### src/rtl/pipe_hazard_ctrl_pkg.sv
// Shared types and constants for the pipeline hazard controller.
package pipe_ctrl_pkg;

    // Register-index width carried through ID/EX (rd, rs, rt fields).
    localparam int REG_W = 6;

    // Architectural zero register; writes to it are discarded.
    localparam logic [REG_W-1:0] ZERO_REG = 6'd0;

    // Controller states.
    typedef enum logic [1:0] {
        RUN      = 2'd0,
        LU_STALL = 2'd1,
        FLUSH    = 2'd2
    } hz_state_e;

    // ID/EX control fields; a bubble loads every field with zero.
    typedef struct packed {
        logic regwrt;
        logic memwrt;
        logic memrd;
        logic branch;
        logic jump;
    } idex_ctrl_t;

    localparam idex_ctrl_t BUBBLE_CTRL = '{
        regwrt: 1'b0,
        memwrt: 1'b0,
        memrd:  1'b0,
        branch: 1'b0,
        jump:   1'b0
    };

    // Larger of two cycle counts, used to size the down-counter.
    function automatic int max_cyc(input int a, input int b);
        return (a > b) ? a : b;
    endfunction

endpackage

### src/rtl/pipe_hazard_ctrl_if.sv
// Hazard-controller bus: ID/EX hazard inputs in one direction,
// pipeline-buffer controls and performance counters in the other.
interface pipe_hazard_ctrl_if #(
    parameter int REG_W = 6,
    parameter int CNT_W = 16
);
    logic [REG_W-1:0] id_rs_idx;
    logic [REG_W-1:0] id_rt_idx;
    logic             id_uses_rs;
    logic             id_uses_rt;
    logic [REG_W-1:0] ex_rd;
    logic             ex_memrd;
    logic             ex_regwrt;
    logic             redirect;
    logic             ext_stall;

    logic             pc_hold;
    logic             ifid_hold;
    logic             ifid_flush;
    logic             idex_hold;
    logic             idex_bubble;
    logic             busy;
    logic [CNT_W-1:0] stall_cnt;
    logic [CNT_W-1:0] flush_cnt;

    // Pipeline side: supplies hazard information, consumes controls.
    modport master (
        output id_rs_idx, id_rt_idx, id_uses_rs, id_uses_rt,
        output ex_rd, ex_memrd, ex_regwrt, redirect, ext_stall,
        input  pc_hold, ifid_hold, ifid_flush, idex_hold, idex_bubble,
        input  busy, stall_cnt, flush_cnt
    );

    // Controller side.
    modport slave (
        input  id_rs_idx, id_rt_idx, id_uses_rs, id_uses_rt,
        input  ex_rd, ex_memrd, ex_regwrt, redirect, ext_stall,
        output pc_hold, ifid_hold, ifid_flush, idex_hold, idex_bubble,
        output busy, stall_cnt, flush_cnt
    );
endinterface

### src/rtl/pipe_hazard_ctrl_sat_counter.sv
// Saturating up-counter with synchronous clear; sticks at all-ones.
module sat_counter #(
    parameter int CNT_W = 16
) (
    input  logic             clk,
    input  logic             i_clear,
    input  logic             i_inc,
    output logic [CNT_W-1:0] o_count
);
    logic [CNT_W-1:0] r_count;

    // Count up on i_inc until all-ones, clear has priority
    always_ff @(posedge clk) begin
        if (i_clear) begin
            r_count <= {CNT_W{1'b0}};
        end else if (i_inc && (r_count != {CNT_W{1'b1}})) begin
            r_count <= r_count + {{(CNT_W-1){1'b0}}, 1'b1};
        end else begin
            r_count <= r_count;
        end
    end

    assign o_count = r_count;
endmodule

### src/rtl/pipe_hazard_ctrl.sv
// Pipeline hazard controller: load-use bubbles, redirect flushes and
// external-stall freeze for the IF/ID and ID/EX buffers. Controls are
// Mealy (state + current inputs); state and counters update on clk.
module pipe_hazard_ctrl
    import pipe_ctrl_pkg::*;
#(
    parameter int REG_W         = pipe_ctrl_pkg::REG_W,
    parameter int LU_STALL_CYC  = 1,
    parameter int FLUSH_CYC     = 2,
    parameter int CNT_W         = 16,
    parameter int ZERO_REG_HARD = 1
) (
    input  logic               clk,
    input  logic               rst_n,
    pipe_hazard_ctrl_if.slave  bus
);
    localparam int MAX_CYC = max_cyc(LU_STALL_CYC, FLUSH_CYC);
    localparam int CYC_W   = $clog2(MAX_CYC + 1);

    hz_state_e        r_state;
    hz_state_e        w_state_nxt;
    logic [CYC_W-1:0] r_cyc_left;
    logic [CYC_W-1:0] w_cyc_nxt;

    logic             w_rd_ok;
    logic             w_lu;
    logic             w_pc_hold;
    logic             w_ifid_hold;
    logic             w_ifid_flush;
    logic             w_idex_hold;
    logic             w_idex_bubble;
    logic             w_busy;
    logic             w_stall_inc;
    logic             w_flush_inc;
    logic             w_clear;
    logic [CNT_W-1:0] w_stall_cnt;
    logic [CNT_W-1:0] w_flush_cnt;

    // A load into the zero register can never feed a real value forward.
    assign w_rd_ok = (bus.ex_rd != REG_W'(ZERO_REG)) || (ZERO_REG_HARD == 0);

    assign w_lu = bus.ex_memrd && bus.ex_regwrt && w_rd_ok &&
                  ((bus.id_uses_rs && (bus.ex_rd == bus.id_rs_idx)) ||
                   (bus.id_uses_rt && (bus.ex_rd == bus.id_rt_idx)));

    // State and remaining-cycle register, synchronous active-low reset
    always_ff @(posedge clk) begin
        if (!rst_n) begin
            r_state    <= RUN;
            r_cyc_left <= {CYC_W{1'b0}};
        end else begin
            r_state    <= w_state_nxt;
            r_cyc_left <= w_cyc_nxt;
        end
    end

    // Next state: ext_stall freezes, redirect overrides, then load-use
    always_comb begin
        w_state_nxt = r_state;
        w_cyc_nxt   = r_cyc_left;
        if (bus.ext_stall) begin
            w_state_nxt = r_state;
            w_cyc_nxt   = r_cyc_left;
        end else if (bus.redirect) begin
            if (FLUSH_CYC > 1) begin
                w_state_nxt = FLUSH;
                w_cyc_nxt   = CYC_W'(FLUSH_CYC - 1);
            end else begin
                w_state_nxt = RUN;
                w_cyc_nxt   = {CYC_W{1'b0}};
            end
        end else begin
            case (r_state)
                RUN: begin
                    if (w_lu && (LU_STALL_CYC > 1)) begin
                        w_state_nxt = LU_STALL;
                        w_cyc_nxt   = CYC_W'(LU_STALL_CYC - 1);
                    end else begin
                        w_state_nxt = RUN;
                        w_cyc_nxt   = {CYC_W{1'b0}};
                    end
                end
                LU_STALL, FLUSH: begin
                    if (r_cyc_left <= CYC_W'(1)) begin
                        w_state_nxt = RUN;
                        w_cyc_nxt   = {CYC_W{1'b0}};
                    end else begin
                        w_state_nxt = r_state;
                        w_cyc_nxt   = r_cyc_left - CYC_W'(1);
                    end
                end
                default: begin
                    w_state_nxt = RUN;
                    w_cyc_nxt   = {CYC_W{1'b0}};
                end
            endcase
        end
    end

    // Mealy buffer controls and counter increments
    always_comb begin
        w_pc_hold     = 1'b0;
        w_ifid_hold   = 1'b0;
        w_ifid_flush  = 1'b0;
        w_idex_hold   = 1'b0;
        w_idex_bubble = 1'b0;
        w_stall_inc   = 1'b0;
        w_flush_inc   = 1'b0;
        w_busy        = 1'b0;
        if (!rst_n) begin
            // Keep the front end parked and the back end empty in reset.
            w_pc_hold     = 1'b1;
            w_ifid_flush  = 1'b1;
            w_idex_bubble = 1'b1;
        end else begin
            w_busy = (r_state != RUN);
            if (bus.ext_stall) begin
                w_pc_hold   = 1'b1;
                w_ifid_hold = 1'b1;
                w_idex_hold = 1'b1;
            end else if (bus.redirect) begin
                // PC loads the target while wrong-path work is discarded.
                w_ifid_flush  = 1'b1;
                w_idex_bubble = 1'b1;
                w_flush_inc   = 1'b1;
            end else begin
                case (r_state)
                    RUN: begin
                        if (w_lu) begin
                            w_pc_hold     = 1'b1;
                            w_ifid_hold   = 1'b1;
                            w_idex_bubble = 1'b1;
                            w_stall_inc   = 1'b1;
                        end else begin
                            w_stall_inc   = 1'b0;
                        end
                    end
                    LU_STALL: begin
                        w_pc_hold     = 1'b1;
                        w_ifid_hold   = 1'b1;
                        w_idex_bubble = 1'b1;
                        w_stall_inc   = 1'b1;
                    end
                    FLUSH: begin
                        w_ifid_flush  = 1'b1;
                        w_idex_bubble = 1'b1;
                    end
                    default: begin
                        w_idex_bubble = 1'b1;
                    end
                endcase
            end
        end
    end

    assign w_clear = ~rst_n;

    sat_counter #(.CNT_W(CNT_W)) u_stall_cnt (
        .clk     (clk),
        .i_clear (w_clear),
        .i_inc   (w_stall_inc),
        .o_count (w_stall_cnt)
    );

    sat_counter #(.CNT_W(CNT_W)) u_flush_cnt (
        .clk     (clk),
        .i_clear (w_clear),
        .i_inc   (w_flush_inc),
        .o_count (w_flush_cnt)
    );

    assign bus.pc_hold     = w_pc_hold;
    assign bus.ifid_hold   = w_ifid_hold;
    assign bus.ifid_flush  = w_ifid_flush;
    assign bus.idex_hold   = w_idex_hold;
    assign bus.idex_bubble = w_idex_bubble;
    assign bus.busy        = w_busy;
    assign bus.stall_cnt   = w_stall_cnt;
    assign bus.flush_cnt   = w_flush_cnt;
endmodule

### src/flat_wrapper.sv
// flat-port wrapper written by rule: the top's interface ports become plain ports
module pipe_hazard_ctrl_flat import pipe_ctrl_pkg::*;
#(
    parameter int REG_W         = pipe_ctrl_pkg::REG_W,
    parameter int LU_STALL_CYC  = 1,
    parameter int FLUSH_CYC     = 2,
    parameter int CNT_W         = 16,
    parameter int ZERO_REG_HARD = 1
)
  (clk, rst_n, bus_id_rs_idx, bus_id_rt_idx, bus_id_uses_rs, bus_id_uses_rt, bus_ex_rd, bus_ex_memrd, bus_ex_regwrt, bus_redirect, bus_ext_stall, bus_pc_hold, bus_ifid_hold, bus_ifid_flush, bus_idex_hold, bus_idex_bubble, bus_busy, bus_stall_cnt, bus_flush_cnt);
  pipe_hazard_ctrl_if #(.REG_W(REG_W), .CNT_W(CNT_W)) bus_i ();
  input  logic clk;
  input  logic rst_n;
  input wire logic [$bits(bus_i.id_rs_idx)-1:0] bus_id_rs_idx;
  input wire logic [$bits(bus_i.id_rt_idx)-1:0] bus_id_rt_idx;
  input wire logic [$bits(bus_i.id_uses_rs)-1:0] bus_id_uses_rs;
  input wire logic [$bits(bus_i.id_uses_rt)-1:0] bus_id_uses_rt;
  input wire logic [$bits(bus_i.ex_rd)-1:0] bus_ex_rd;
  input wire logic [$bits(bus_i.ex_memrd)-1:0] bus_ex_memrd;
  input wire logic [$bits(bus_i.ex_regwrt)-1:0] bus_ex_regwrt;
  input wire logic [$bits(bus_i.redirect)-1:0] bus_redirect;
  input wire logic [$bits(bus_i.ext_stall)-1:0] bus_ext_stall;
  output wire logic [$bits(bus_i.pc_hold)-1:0] bus_pc_hold;
  output wire logic [$bits(bus_i.ifid_hold)-1:0] bus_ifid_hold;
  output wire logic [$bits(bus_i.ifid_flush)-1:0] bus_ifid_flush;
  output wire logic [$bits(bus_i.idex_hold)-1:0] bus_idex_hold;
  output wire logic [$bits(bus_i.idex_bubble)-1:0] bus_idex_bubble;
  output wire logic [$bits(bus_i.busy)-1:0] bus_busy;
  output wire logic [$bits(bus_i.stall_cnt)-1:0] bus_stall_cnt;
  output wire logic [$bits(bus_i.flush_cnt)-1:0] bus_flush_cnt;
  assign bus_i.id_rs_idx = bus_id_rs_idx;
  assign bus_i.id_rt_idx = bus_id_rt_idx;
  assign bus_i.id_uses_rs = bus_id_uses_rs;
  assign bus_i.id_uses_rt = bus_id_uses_rt;
  assign bus_i.ex_rd = bus_ex_rd;
  assign bus_i.ex_memrd = bus_ex_memrd;
  assign bus_i.ex_regwrt = bus_ex_regwrt;
  assign bus_i.redirect = bus_redirect;
  assign bus_i.ext_stall = bus_ext_stall;
  assign bus_pc_hold = bus_i.pc_hold;
  assign bus_ifid_hold = bus_i.ifid_hold;
  assign bus_ifid_flush = bus_i.ifid_flush;
  assign bus_idex_hold = bus_i.idex_hold;
  assign bus_idex_bubble = bus_i.idex_bubble;
  assign bus_busy = bus_i.busy;
  assign bus_stall_cnt = bus_i.stall_cnt;
  assign bus_flush_cnt = bus_i.flush_cnt;
  pipe_hazard_ctrl #(.REG_W(REG_W), .LU_STALL_CYC(LU_STALL_CYC), .FLUSH_CYC(FLUSH_CYC), .CNT_W(CNT_W), .ZERO_REG_HARD(ZERO_REG_HARD)) u_core (.clk(clk), .rst_n(rst_n), .bus(bus_i));
endmodule
### config.mk
export PLATFORM = sky130hd
export DESIGN_NAME = pipe_hazard_ctrl_flat
export DESIGN_NICKNAME = d
export VERILOG_FILES = /design/src/rtl/pipe_hazard_ctrl_pkg.sv /design/src/rtl/pipe_hazard_ctrl_if.sv /design/src/rtl/pipe_hazard_ctrl_sat_counter.sv /design/src/rtl/pipe_hazard_ctrl.sv /design/src/flat_wrapper.sv
export SDC_FILE = /design/constraint.sdc
export NUM_CORES = 1
export LEC_CHECK = 0
export BUFFER_PORTS_ARGS = -buffer_cell sky130_fd_sc_hd__buf_2
export CAP_MARGIN = 20
export CELL_PAD_IN_SITES_DETAIL_PLACEMENT = 0
export CELL_PAD_IN_SITES_GLOBAL_PLACEMENT = 2
export CORE_UTILIZATION = 31
export DETAILED_ROUTE_END_ITERATION = 8
export PLACE_DENSITY_LB_ADDON = 0.1
export SLEW_MARGIN = 40
export SYNTH_ARGS = -nofsm -noshare
export SYNTH_HDL_FRONTEND = slang
export SYNTH_SLANG_ARGS = --single-unit
### constraint.sdc
create_clock -name clk -period 4.2 [get_ports clk]
set_input_delay 0.84 -clock clk [delete_from_list [all_inputs] [get_ports clk]]
set_output_delay 0.84 -clock clk [all_outputs]
set_load 0.005 [all_outputs]
Word-level counts from Yosys, hierarchy flattened:

Index checks and enable logic that the tools add are counted.

* register bits after elaboration: 36
* bits in latches: 0
* RAM bits: 0
* ROM bits: 0
* word-level logic and storage cells: 57
* memories: 0

* add/subtract/negate cells: 3
* $mul: 0
* div/mod/pow operators: 0
* $lt $le $gt $ge: 1
* equality and inequality tests: 7
* shifts and indexed selects: 0
* multiplexer cells: 28
* bitwise logic cells: 1
* reductions and logical operators: 13

Operators with widths (number)
* adder 16 x 1 -> 16 bit (second input constant): 2
* != test 16 bit (second input constant): 2
* 2-to-1 mux 1 bit: 21
* equality test 6 bit: 2
* 2-to-1 mux 2 bit: 6
* logical AND 1 bit: 7
* nonzero test 6 bit: 1
* != test 3 x 2 -> 1 bit (second input constant): 1
* equality test 2 x 1 -> 1 bit (second input constant): 1
* equality test 2 bit (second input constant): 1
* less-or-equal comparator 2 x 1 -> 1 bit (second input constant): 1
* zero test 2 bit: 1
* case mux 1 bit (2 select lines): 1
* AND reduction 2 bit: 1
* nonzero test 2 bit: 1
* OR reduction 2 bit: 1
* subtractor 2 x 1 -> 2 bit (second input constant): 1
* logical OR 1 bit: 1
* inverter 1 bit: 1

Logic depth before layout (Yosys ltp):

Gate-level depths: netlist of run 1.

* depth in word-level cells: 10
* depth in mapped cells: 9

Hierarchy:

Synthesis of run 1 repeated with hierarchy kept, for this count alone.

* cell total of the unflattened synthesis: 248
* area total of the unflattened synthesis: 2039.5 um2

By module, submodules not included
* sat_counter: times used 2, cells an instance 99, area an instance 848.3 um2, seq. area each 320.3 um2
* pipe_hazard_ctrl: times used 1, cells an instance 50, area an instance 342.8 um2, seq. area each 60.1 um2

Worst setup path before layout of run 1:

Ideal clock, no wire load.

* path type: input port to output port
* start: input bus_ex_rd[1]
* end: output bus_ifid_hold
* arrival time: 1941 ps
* slack: 1419 ps
* cell stages on the path: 5
* buffers on the path: 0
* cell sequence: or4_1 o311a_1 nand2_1 nor3_1 o21a_1

* longest elaborated chain between the ends: 9
* elaborated cells between the ends (all ways): 13
* classes of those cells: eq/ne: 2; mux: 5; reduce/logical: 6

Ends and longest elaborated chain
* start, declared: line flat_wrapper.sv:18 `input wire logic [$bits(bus_i.ex_rd)-1:0] bus_ex_rd;`
* equality test 6 bit (on tied branches): line pipe_hazard_ctrl.sv:43, pipe_hazard_ctrl.sv:44
* logical AND 1 bit (on tied branches): line pipe_hazard_ctrl.sv:43, pipe_hazard_ctrl.sv:44
* logical OR 1 bit: line pipe_hazard_ctrl.sv:43 `((bus.id_uses_rs && (bus.ex_rd == bus.id_rs_idx)) ||`
* logical AND 1 bit (*): line pipe_hazard_ctrl.sv:42 `assign w_lu = bus.ex_memrd && bus.ex_regwrt && w_rd_ok &&`
* 2-to-1 mux 1 bit (*): line pipe_hazard_ctrl.sv:129 `if (w_lu) begin`
* case mux 1 bit (2 select lines) (*): line pipe_hazard_ctrl.sv:127 `case (r_state)`
* 2-to-1 mux 1 bit (*): line pipe_hazard_ctrl.sv:121 `end else if (bus.redirect) begin`
* 2-to-1 mux 1 bit (*): line pipe_hazard_ctrl.sv:117 `if (bus.ext_stall) begin`
* 2-to-1 mux 1 bit (*): line pipe_hazard_ctrl.sv:110 `if (!rst_n) begin`
* end, declared: line flat_wrapper.sv:24 `output wire logic [$bits(bus_i.ifid_hold)-1:0] bus_ifid_hold;`

Every way passes the cells marked *; elsewhere a longest branch is shown, timed or not.

Worst setup path after layout of run 1:

Ends and elaborated chain as after synthesis.

==> results of run 1 <==
Yosys cell counts (all sizes together):
cell type,n,area share (%)
xnor2,27,12
o41ai,3,1.3
and3,6,1.9
o311a,1,0.51
a21oi,2,0.51
a31oi,2,0.64
and3b,1,0.45
or4,3,1.2
nor2,7,1.3
o21ai,5,1.3
or4b,1,0.51
o21a,1,0.38
o21bai,1,0.38
nor3,5,1.3
o22ai,1,1.0
mux2i,5,2.6
o211ai,1,0.38
and2,19,6.1
and4,1,0.45
o31ai,3,1.2
nor4,4,1.3
nand3b,1,0.38
nor4b,1,0.45
dfxtp,35,36
xor2,4,1.8
or3,2,0.70
nand4,15,4.8
nand2,19,4.5
clkbuf,5,1.0
nand2b,6,1.9
and4b,1,0.51
a21boi,4,1.5
ha,2,1.3
nand3,11,2.8
nor2b,5,1.6
o311ai,3,1.3
buf,3,2.0
inv,4,0.77
worst min-delay path by stage:
stage | depth (start not counted) | startpoint | slack (ps) | endpoint
after floorplan | 2 | u_core.r_cyc_left[1] | 420 | u_core.r_cyc_left[1]
after global placement | 2 | u_core.r_cyc_left[1] | 440 | u_core.r_cyc_left[1]
after detailed placement | 2 | u_core.r_cyc_left[1] | 440 | u_core.r_cyc_left[1]
after CTS | 2 | u_core.r_cyc_left[1] | 460 | u_core.r_cyc_left[1]
after global routing | 2 | u_core.r_cyc_left[1] | 490 | u_core.r_cyc_left[1]
final | 2 | u_core.r_cyc_left[1] | 450 | u_core.r_cyc_left[1]
through the flow:
stage                     std cells  utilization (%)
after floorplan                 220                -
after global placement          351             38.6
after detailed placement        351             38.6
after CTS                       359             40.5
after global routing            359             40.5
final                           359             40.5
cell families (layout without fill, tap and decap cells):
family	count (synthesis)	after routing	share of synthesized area, %
XOR/XNOR	31	31	13.9
adder cells (fa/ha/maj)	2	2	1.28
AO/OA/AOI/OAI	27	27	10.5
multiplexers	5	5	2.56
flip-flops	35	35	35.8
buffers and inverters	12	76	3.77
AND/OR/NAND/NOR	108	108	32.2
per-layer routing:
| metal | GRT usage, % | vias to the layer above |
|---|---|---|
| met4 | 4.82 | 0 |
| met3 | 4.00 | 2 |
| met1 | 20.1 | 843 |
| met5 | 0 | - |
| li1 | - | 914 |
| met2 | 23.6 | 55 |
state kept, by name (all words and copies together) (netlist names):
register and count:
u_core.u_flush_cnt.o_count 16, u_core.r_state 1, u_core.r_cyc_left 2, u_core.u_stall_cnt.o_count 16
critical path, cell delays in order:
cell	delay, ps
buf_2	120
or4_1	520
o311a_1	320
nand2_1	90
nor3_1	50
o21a_1	170
buf_2	130
cell type report:
cell class	count	share of cell area, %
well taps	75	3.87
flip-flops and latches	35	28.9
multi-input cells	173	48.7
inverters	4	0.619
clock buffers	5	2.84
clock inverters	3	1.81
repair buffers	64	13.3
power by group:
part           internal (uW)  switching (uW)
Sequential               333            2.00
Clock                    177             131
Combinational           27.2            29.0
==> impl_metrics.py, run 1 <==
metrics = {
    "placed_design": {
        "hpwl_microns": 3560,
        "gp_congestion": 0.685,
        "dp_slack_ps": 1130,
        "io_buffers": 63,
        "dpl_cell_area_sq_um": 2310,
    },
    "floorplanning": {
        "start_util_pct": 32.6,
        "dieArea_sq_um": 6630,
        "chipWidth_microns": 81.4,
        "fp.dieH_microns": 81.4,
        "core_sq_um": 5990,
        "boundaryPins": 64,
        "rows": 28,
    },
    "timing": {
        "setup_viol": 0,
        "rsz0062_at_grt": "false",
        "timing.slew.headroom_pct": 61.3,
        "maxSlewViolCount": 0,
        "finalWorstSetupSlack_ps": 1120,
        "tightest_slew_ps": 581,
        "clock_skew_ps": 8.35,
        "post-route-period-util_pct": 73.2,
        "max_freq_mhz": 325,
        "period_needed_ps": 3080,
        "fin_tns_setup_ps": 0,
        "finalHoldViolCount": 0,
        "whs_ps": 453,
    },
    "routing": {
        "detailroute.via_count": 1814,
        "drcViolationCount": 0,
        "routed_wl_microns": 4720,
        "wl_met2_microns": 2020,
        "wire_per_inst_microns": 13.1,
        "dr.pass1.iters": 4,
        "viasPerCell": 5.05,
        "postRouteAntennaNets": 0,
        "wl_met3_microns": 313,
        "drtIter0Drc": 80,
        "met1Wirelength_microns": 2360,
        "top_layer": "met4",
    },
    "global_routing": {
        "grt_pass1_wl_microns": 7670,
        "overflow": 0,
        "grt_pass1_vias": 1653,
        "grt_usage_pct": 15.1,
        "antenna_found_initial": 0,
        "grt_max_degree": 27,
    },
    "clock_network": {
        "root_buffer": "clkbuf_8",
        "cts.clk_slew.worst_paths_ps": 80,
        "post_cts_buffers": 0,
        "ctsResizeCount": 0,
        "cts_buffers": 5,
        "cts_tree": "built",
        "clock_path_buffers": 2,
        "worst_skew_pair.late_latency_ps": 280,
        "hold_buffers": 0,
        "clkSinkCount": 35,
        "htreeDepth": 2,
    },
    "pwr": {
        "power_density_nw_per_um2": 288,
        "peakVddDrop_mv": 0.170,
        "power_uw": 699,
        "power.leakage_uw": 0.00101,
    },
    "final_layout": {
        "drive_gt1_share_pct": 26.8,
        "diodes": 0,
        "nFillCells": 650,
        "area_delta_synth_final_pct": 24.1,
        "layout_commonest_cell": "buf_2",
        "multiInputGateArea_sq_um": 1180,
        "final_cell_mix": "buf_2, dfxtp_1, xnor2_1",
        "regArea_sq_um": 701,
        "nets": 311,
        "fin_area_sq_um": 2430,
    },
    "setup_path": {
        "critPathMaxFanout": 3,
        "cp-startpoint": "bus_ex_rd[1]",
        "regToRegSetupSlack_ps": 1950,
        "rr_startpoint": "u_core.u_stall_cnt.o_count[0]",
        "cp.arrival_ps": 2240,
        "critical_path_class": "input port to primary output",
        "r2r-end": "u_core.u_stall_cnt.o_count[8]",
        "start_kind": "input port",
        "end_kind": "primary output",
        "endpoint": "bus_ifid_hold",
        "critPathRequiredTime_ps": 3360,
        "reg2reg_depth": 7,
    },
    "synthesis": {
        "syn_nets": 248,
        "avgSynthCellArea_sq_um": 8.89,
        "ys_seq_area_share_pct": 35.8,
        "synth_cells": 220,
        "yosys_warnings": 0,
        "netlist_area_sq_um": 1960,
        "yosysUniqueCellTypes": 45,
        "synth_seq_cells": 35,
    },
    "hold_path": {
        "hold_path.class": "flop to flop",
    },
    "job": {
        "maxCapViolCount": 0,
    },
    "outcome": {
        "status": "finished, final reports clean",
    },
}
(Power assumes the default switching activity.)
==> run 2: changes to the inputs <==
CORE_UTILIZATION = 26   (was 31)
clock period = 2.5 ns   (was 4.2 ns; I/O delays follow)
==> impl_metrics.py, run 2 (synthesis results as in run 1) <==
metrics = {
    "setup_path": {
        "regToRegSetupSlack_ps": 270,
        "end_kind": "primary output",
        "start_kind": "input port",
        "cpPeakStageDelay_ps": 510,
        "crit_chain": "buf_2 -> or4_4 -> o311a_4 -> nand2_4 -> nor3_2 -> o21a_1 -> buf_2",
        "cp-startpoint": "bus_ex_rd[0]",
        "cpMaxStageDelayCell": "or4_4",
        "reg2reg_depth": 7,
        "rr_startpoint": "u_core.u_stall_cnt.o_count[0]",
        "critPathRequiredTime_ps": 2000,
        "critPathMaxFanout": 3,
        "cp.arrival_ps": 1940,
        "critical_path_class": "input port to primary output",
        "r2r-end": "u_core.u_stall_cnt.o_count[8]",
        "cpMostUsedCell": "buf_2",
        "endpoint": "bus_ifid_hold",
    },
    "floorplanning": {
        "dieArea_sq_um": 7870,
        "core_sq_um": 7250,
        "boundaryPins": 64,
        "rows": 31,
        "fp.dieH_microns": 88.7,
        "chipWidth_microns": 88.7,
        "start_util_pct": 27.0,
    },
    "final_layout": {
        "drive_gt1_share_pct": 28.9,
        "final_cell_mix": "buf_2, dfxtp_1, xnor2_1",
        "regArea_sq_um": 701,
        "nFillCells": 786,
        "area_delta_synth_final_pct": 27.6,
        "nets": 315,
        "layout_commonest_cell": "buf_2",
        "diodes": 0,
        "fin_util_pct": 34.4,
        "fin_area_sq_um": 2490,
        "multiInputGateArea_sq_um": 1210,
    },
    "clock_network": {
        "worst_skew_pair.late_latency_ps": 280,
        "clock_path_buffers": 2,
        "htreeDepth": 2,
        "cts_tree": "built",
        "clkSinkCount": 35,
        "post_cts_buffers": 0,
        "cts_buffers": 5,
        "hold_buffers": 0,
        "root_buffer": "clkbuf_8",
        "cts.clk_slew.worst_paths_ps": 70,
    },
    "routing": {
        "drtIter0Drc": 78,
        "drcViolationCount": 0,
        "detailroute.via_count": 1797,
        "routed_wl_microns": 4920,
        "viasPerCell": 4.66,
        "dr.pass1.iters": 4,
        "postRouteAntennaNets": 0,
        "wire_per_inst_microns": 12.7,
    },
    "timing": {
        "fin_tns_setup_ps": 0,
        "rsz0062_at_grt": "false",
        "maxSlewViolCount": 0,
        "finalHoldViolCount": 0,
        "tightest_slew_ps": 584,
        "post-route-period-util_pct": 97.4,
        "timing.slew.headroom_pct": 61.1,
        "period_needed_ps": 2440,
        "clock_skew_ps": 4.75,
        "max_freq_mhz": 410,
        "setup_viol": 0,
    },
    "pwr": {
        "power.leakage_uw": 0.00104,
        "peakVddDrop_mv": 0.210,
        "power_uw": 1080,
        "power_density_nw_per_um2": 434,
    },
    "job": {
        "maxCapViolCount": 0,
    },
    "global_routing": {
        "grt_usage_pct": 13.0,
        "grt_pass1_wl_microns": 7890,
        "overflow": 0,
        "antenna_found_initial": 0,
        "grt_pass1_vias": 1724,
        "grt_max_degree": 32,
    },
    "outcome": {
        "status": "finished, final reports clean",
    },
    "hold_path": {
        "hold_path.class": "flop to flop",
        "whs_path_depth": 2,
    },
    "placed_design": {
        "io_buffers": 63,
        "gp_congestion": 0.699,
        "dpl_cell_area_sq_um": 2370,
        "hpwl_microns": 3670,
    },
}
[run 2: where the power goes]
group	total (uW)	leakage [uW]	internal, uW	switching [uW]
registers	564	0.000282	560	3.50
clock network	417	0.0000470	216	201
logic	102	0.000708	50.5	51.1
total	1080	0.00104	827	256
[run 2: worst min-delay path by stage]
stage                    startpoint                    to  slack [ps]
2_1_floorplan  u_core.r_cyc_left[1]  u_core.r_cyc_left[1]         420
3_3_place_gp   u_core.r_cyc_left[1]  u_core.r_cyc_left[1]         450
3_5_place_dp   u_core.r_cyc_left[1]  u_core.r_cyc_left[1]         450
4_1_cts        u_core.r_cyc_left[1]  u_core.r_cyc_left[1]         460
5_1_grt        u_core.r_cyc_left[1]  u_core.r_cyc_left[1]         510
6_report       u_core.r_cyc_left[1]  u_core.r_cyc_left[1]         460
[run 2: cell type report]
type                            instances  area share, %
Sequential cell                        35           28.1
Timing Repair Buffer                   68           14.4
Inverter                                4          0.602
Tap cell                               99           4.96
Multi-Input combinational cell        173           48.4
Clock buffer                            6           3.31
Clock inverter                          1          0.201
[run 2: per-layer routing]
| metal | up-vias | global-route usage (%) | part of all wire [%] |
|---|---|---|---|
| li1 | 922 | - | - |
| met1 | 822 | 16.9 | 49 |
| met2 | 47 | 21.4 | 44 |
| met3 | 6 | 2.89 | 6.0 |
| met4 | 0 | 3.96 | 1.1 |
| met5 | - | 0 | 0 |
[run 2: critical path, delay by kind of cell]
kind	cells	cell delay (ps)
buffers and inverters	2	240
AND/OR/NAND/NOR	3	630
AO/OA/AOI/OAI	2	570
[run 2: what timing repair did]
item / in CTS / in global routing
setup endpoints to repair: 0 / 1
hold endpoints to repair: 0 / 0
resized for setup: 0 / 7
[run 2: metrics by stage]
step | setup slack (ps) | hold slack (ps) | cells
global route | 3.78 | 505 | 386
floorplan | 371 | 425 | 220
global placement | 77.4 | 445 | 379
CTS | 65.7 | 462 | 386
finish | 63.9 | 456 | 386
detailed placement | 76.8 | 448 | 379
